$ cat src/rtl/alu_dsp48_wide_seq.sv
// Splits one wide ADD/SUB/AND/OR request into W-bit limbs for AluDsp48, chaining carry/borrow serially
// (3 cycles per arithmetic limb, logic limbs pipelined); result is held in DONE until resp_ready.
module alu_dsp48_wide_seq #(
   parameter int W     = 16,
   parameter int LIMBS = 4
) (
   input  logic                 clock,
   input  logic                 reset,
   input  logic                 req_valid,
   output logic                 req_ready,
   input  logic [1:0]           req_op,
   input  logic [2:0]           req_limbs,
   input  logic [W*LIMBS-1:0]   req_a,
   input  logic [W*LIMBS-1:0]   req_b,
   input  logic                 req_cin,
   output logic                 resp_valid,
   input  logic                 resp_ready,
   output logic [W*LIMBS-1:0]   resp_data,
   output logic                 resp_cout,
   output logic [W-1:0]         dsp_in0,
   output logic [W-1:0]         dsp_in1,
   output logic                 dsp_carryin,
   output logic [8:0]           dsp_opmode,
   output logic [3:0]           dsp_alumode,
   output logic [1:0]           dsp_setinst,
   output logic                 dsp_valid_in,
   input  logic [W-1:0]         dsp_out,
   input  logic                 dsp_carryout,
   input  logic                 dsp_valid_out
);

   localparam int CW = $clog2(LIMBS + 1);
   localparam logic [1:0] OP_ADD = 2'b00;
   localparam logic [1:0] OP_SUB = 2'b01;
   localparam logic [1:0] OP_OR  = 2'b11;

   typedef enum logic [2:0] {
      IDLE, ARITH_ISSUE, ARITH_WAIT, LOGIC_STREAM, LOGIC_DRAIN, DONE
   } state_t;

   state_t             state, state_nxt;
   logic [1:0]         op_q, issue_op;
   logic [CW-1:0]      n_q, eff_limbs, iss_cnt, rcv_cnt, issue_idx;
   logic [W*LIMBS-1:0] a_q, b_q;
   logic               accept, issue, issue_cin, capture, last_limb, chain;
   logic [W-1:0]       sel_a, sel_b;

   assign req_ready   = (state == IDLE) && !reset;
   assign resp_valid  = (state == DONE);
   assign dsp_setinst = 2'b00;

   always_ff @(posedge clock) begin
      if (reset) state <= IDLE;
      else       state <= state_nxt;
   end

   always_comb begin
      state_nxt = state;
      accept    = 1'b0;
      issue     = 1'b0;
      issue_idx = '0;
      issue_cin = 1'b0;
      capture   = 1'b0;
      last_limb = 1'b0;
      // DSP48E2 subtract reports borrow as an active-low carryout
      chain     = (op_q == OP_SUB) ? ~dsp_carryout : dsp_carryout;

      if (req_limbs == 3'd0)          eff_limbs = CW'(1);
      else if (int'(req_limbs) > LIMBS) eff_limbs = CW'(LIMBS);
      else                            eff_limbs = CW'(req_limbs);

      case (state)
         IDLE: begin
            if (req_valid && req_ready) begin
               accept    = 1'b1;
               issue     = 1'b1;
               issue_cin = req_op[1] ? 1'b0 : req_cin;
               state_nxt = req_op[1] ? LOGIC_STREAM : ARITH_ISSUE;
            end
         end
         ARITH_ISSUE: state_nxt = ARITH_WAIT;
         ARITH_WAIT: begin
            if (dsp_valid_out) begin
               capture = 1'b1;
               if (rcv_cnt == n_q - CW'(1)) begin
                  last_limb = 1'b1;
                  state_nxt = DONE;
               end else begin
                  issue     = 1'b1;
                  issue_idx = rcv_cnt + CW'(1);
                  issue_cin = chain;
                  state_nxt = ARITH_ISSUE;
               end
            end
         end
         LOGIC_STREAM, LOGIC_DRAIN: begin
            if (state == LOGIC_STREAM) begin
               if (iss_cnt < n_q) begin
                  issue     = 1'b1;
                  issue_idx = iss_cnt;
               end else begin
                  state_nxt = LOGIC_DRAIN;
               end
            end
            if (dsp_valid_out) begin
               capture = 1'b1;
               if (rcv_cnt == n_q - CW'(1)) begin
                  last_limb = 1'b1;
                  state_nxt = DONE;
               end
            end
         end
         DONE: if (resp_ready) state_nxt = IDLE;
         default: state_nxt = IDLE;
      endcase

      sel_a = '0;
      sel_b = '0;
      for (int k = 0; k < LIMBS; k++) begin
         if (CW'(k) == issue_idx) begin
            sel_a = a_q[k*W +: W];
            sel_b = b_q[k*W +: W];
         end
      end
      // Limb 0 goes out on the acceptance edge, before the operands are latched
      if (accept) begin
         sel_a = req_a[W-1:0];
         sel_b = req_b[W-1:0];
      end
      issue_op = accept ? req_op : op_q;
   end

   always_ff @(posedge clock) begin
      if (reset) begin
         dsp_in0      <= '0;
         dsp_in1      <= '0;
         dsp_carryin  <= 1'b0;
         dsp_opmode   <= '0;
         dsp_alumode  <= '0;
         dsp_valid_in <= 1'b0;
         resp_data    <= '0;
         resp_cout    <= 1'b0;
         op_q         <= OP_ADD;
         n_q          <= '0;
         a_q          <= '0;
         b_q          <= '0;
         iss_cnt      <= '0;
         rcv_cnt      <= '0;
      end else begin
         dsp_valid_in <= issue;
         if (issue) begin
            dsp_in0     <= sel_a;
            dsp_in1     <= sel_b;
            dsp_carryin <= issue_cin;
            dsp_opmode  <= (issue_op == OP_OR) ? 9'b000111011 : 9'b000110011;
            case (issue_op)
               OP_ADD:  dsp_alumode <= 4'b0000;
               OP_SUB:  dsp_alumode <= 4'b0011;
               default: dsp_alumode <= 4'b1100;
            endcase
         end
         if (accept) begin
            op_q      <= req_op;
            n_q       <= eff_limbs;
            a_q       <= req_a;
            b_q       <= req_b;
            resp_data <= '0;
            resp_cout <= 1'b0;
            iss_cnt   <= CW'(1);
            rcv_cnt   <= '0;
         end else if (issue) begin
            iss_cnt <= iss_cnt + CW'(1);
         end
         if (capture) begin
            for (int k = 0; k < LIMBS; k++) begin
               if (CW'(k) == rcv_cnt) resp_data[k*W +: W] <= dsp_out;
            end
            rcv_cnt <= rcv_cnt + CW'(1);
            if (last_limb) resp_cout <= op_q[1] ? 1'b0 : chain;
         end
      end
   end

endmodule

$ cat config.mk
export PLATFORM = sky130hd
export DESIGN_NAME = alu_dsp48_wide_seq
export DESIGN_NICKNAME = d
export VERILOG_FILES = /design/src/rtl/alu_dsp48_wide_seq.sv
export SDC_FILE = /design/constraint.sdc
export NUM_CORES = 1
export LEC_CHECK = 0
export CORE_ASPECT_RATIO = 1.2
export CORE_UTILIZATION = 40
export DETAILED_ROUTE_END_ITERATION = 10
export DONT_BUFFER_PORTS = 1
export PLACE_DENSITY = 0.62
export SYNTH_ARGS = -nofsm -noshare
export SYNTH_HDL_FRONTEND = slang
export SYNTH_SLANG_ARGS = --single-unit
$ cat constraint.sdc
create_clock -name clock -period 2.7 [get_ports clock]
set_input_delay 0.405 -clock clock [delete_from_list [all_inputs] [get_ports clock]]
set_output_delay 0.405 -clock clock [all_outputs]
set_load 0.05 [all_outputs]
==> flow_summary.json <==
{
  "cp-startpoint": "n_q[0]",
  "peakVddDrop_mv": 0.6299,
  "worstMarginPinSlew_ps": 736.8,
  "port_buffers": 0,
  "vias": 8834,
  "crit_fanout": 11,
  "power_uw": 9749,
  "yosysTopAreaCellShare_pct": 47.80,
  "dr.pass1.iters": 5,
  "crit_path_end_kind": "register",
  "num_rows": 63,
  "max_freq_mhz": 394.6,
  "clkSinkCount": 245,
  "cts_tree": "built",
  "hpwlAfterDp_mm": 17.81,
  "detail-route-antenna-nets": 0,
  "grt_max_degree": 122,
  "area_delta_synth_final_pct": 23.07,
  "drv_cap": 0,
  "synthDistinctLibCells": 53,
  "ys_top_cells_by_area": "dfxtp_1 48%, nand2_1 12%, nand3b_1 6.4%, mux2i_1 5.7%, a21oi_1 4.4%",
  "async_flop_share_pct": 0,
  "num_io_pins": 272,
  "clockRootBuffer": "clkbuf_16",
  "syn_area_per_cell_um2": 8.425,
  "start_util_pct": 41.06,
  "antenna_found_initial": 1,
  "slew-limit-headroom_pct": 50.76,
  "r2r-end": "dsp_in0[7]",
  "r2r.worst_path.cells": 9,
  "die_h_um": 177.5,
  "grt.total_usage_pct": 22.11,
  "grt_overflow_total": 0,
  "synth-edff-count": 0,
  "die_width_um": 148.2,
  "synthCells": 1218,
  "yosysSeqAreaShare_pct": 47.80,
  "cp.required_ps": 3130,
  "grt_pass1_vias": 8518,
  "period_share_pct": 93.87,
  "viasPerCell": 5.413,
  "fin_crit_ps": 2534,
  "core_um2": 24990,
  "post_drt_wl_per_cell_um": 18.48,
  "holdCritPathClass": "in2reg",
  "drive_gt1_share_pct": 6.508,
  "gp_congestion": 0.7971,
  "routed_wl_mm": 30.15,
  "status": "finished clean",
  "final_cell_count_no_fill": 1632,
  "cts_max_path_buffers": 3,
  "setup_viol": 0,
  "drc": 0,
  "grt_pass1_wl_mm": 46.29,
  "regToRegStartpoint": "n_q[0]",
  "slew_viol_final": 0,
  "drtIter0Drc": 406,
  "dieArea_um2": 26300,
  "cp.arrival_ps": 2970,
  "htreeDepth": 1,
  "clk_pin_slew_ps": 60,
  "placedCellCount": 1465,
  "rsz0062_at_grt": "no",
  "hold_start": "req_a[28]",
  "worst-setup-path-type": "reg2reg",
  "leakage_uw": 0.004799,
  "hold_depth": 2,
  "finalNetCount": 1452,
  "ys_dominant_reg_cell": "dfxtp_1",
  "clk_latency_ps": 530,
  "hold_end": "a_q[28]",
  "n_fill_cell": 2341,
  "cts_made_buffers": 25,
  "finalSetupTns_ps": 0,
  "finClkSkew_ps": 12.68,
  "yosysWarnings": 0,
  "ys_ff_latch": 245,
  "critPathLaunchType": "register",
  "powerDensity_nw_per_um2": 772.0,
  "syn_area_um2": 10260,
  "hold_viol_final": 0,
  "r2r_slack_ps": 170,
  "synth_top_area_cell": "dfxtp_1"
}
[registers in the layout (all words and copies together) (netlist names)]
register	cells
op_q	2
a_q	64
dsp_opmode	2
iss_cnt	3
b_q	64
dsp_in1	16
resp_data	64
dsp_carryin	1
dsp_in0	16
dsp_valid_in	1
n_q	3
resp_cout	1
dsp_alumode	2
rcv_cnt	3
state	3
[cell usage in the layout (no fill, tap or decap), types with 11 or more instances in the layout]
master,count
o22a_1,29
nor2_1,57
a22oi_1,11
nand3_1,69
dfxtp_1,244
nand3b_1,88
mux2i_1,58
buf_4,15
a21oi_1,89
clkbuf_16,25
nand2_1,339
a311oi_1,22
dlygate4sd3_1,116
[cells in the mapped netlist, drive strengths merged, types with 2 or more instances]
cell type,number
a21oi,90
nor3,4
a22oi,11
nor3b,3
a311oi,22
nor2,57
o22ai,11
inv,10
mux2i,58
o31ai,3
nor2b,8
buf,41
clkbuf,64
nand3,70
o22a,29
and2,4
or2,2
nand2b,3
o21ai,9
nand2,340
a21boi,3
a22o,10
ha,9
dfxtp,245
nand3b,88
and3,4
xnor2,6
o32ai,3
[where the power goes]
| group | total (uW) | switching [uW] | internal [uW] |
|---|---|---|---|
| sequential | 4530 | 554 | 3980 |
| combinational | 1540 | 917 | 627 |
| clock | 3670 | 1460 | 2210 |
[metrics by stage]
step	util (%)	hold WS, ps	cell area [um2]	setup slack [ps]
detailed placement	42.04	432.5	10510	6.329
finish	50.54	15.92	12630	165.6
global placement	42.04	428.6	10510	149.5
global route	50.54	1.811	12630	9.564
CTS	50.29	0.1092	12570	3.364
floorplan	-	421.8	10290	350.6
[logic make-up (layout without fill, tap and decap cells)]
logic type | count (synthesis) | count (layout) | synth area share (%)
AND/OR/NAND/NOR | 586 | 587 | 26.50
flip-flops | 245 | 245 | 47.80
AO/OA/AOI/OAI | 197 | 197 | 12.82
buffers and inverters | 115 | 197 | 5.341
multiplexers | 58 | 58 | 5.658
adder cells (fa/ha/maj) | 9 | 9 | 1.097
XOR/XNOR | 7 | 7 | 0.7560
other | 1 | 7 | 0.03655
[cell type report]
type | count | area (um2) | area share, %
multi-input combinational | 864 | 4912 | 38.90
clock inverter | 9 | 131.4 | 1.040
antenna | 1 | 2.502 | 0.01982
sequential | 245 | 4906 | 38.85
tap | 325 | 406.6 | 3.220
timing repair buffer | 141 | 1481 | 11.73
inverter | 10 | 37.54 | 0.2972
clock buffer | 37 | 750.7 | 5.945
[worst max-delay path by stage]
| stage | endpoint | slack, ps | depth (start not counted) |
|---|---|---|---|
| floorplan | dsp_in0[10] | 350 | 7 |
| global placement | dsp_in0[15] | 150 | 9 |
| detailed placement | dsp_in0[10] | 6 | 9 |
| CTS | dsp_in0[10] | 3 | 9 |
| global route | dsp_in1[4] | 10 | 10 |
| finish | dsp_in0[7] | 170 | 9 |
[worst max-delay path, stage by stage (launching register included)]
cell      delay [ps]
dfxtp_1          380
inv_1             60
ha_1             200
xor3_2           250
nor3_4           310
or2_4            220
o22ai_4          120
nand2b_2         380
o22a_1           250
a311oi_1         260
[timing repair]
| item | in CTS | in global routing |
|---|---|---|
| endpoints found under the setup margin | 0 | 29 |
| endpoints found under the hold margin | 211 | 1 |
| hold buffers | 116 | 1 |
| gates resized for setup | 0 | 4 |
| buffers inserted | 0 | 2 |
[layer usage]
metal | track usage [%] | share of wire [%] | routed length, um | up-vias
li1 | - | - | - | 4291
met1 | 27.32 | 42 | 12780 | 4134
met2 | 36.68 | 46 | 13970 | 350
met3 | 6.067 | 8.6 | 2589 | 59
met4 | 7.861 | 2.7 | 811 | 0
met5 | 0 | 0 | 0 | -
No activity file was read; power rests on OpenSTA's default activity.
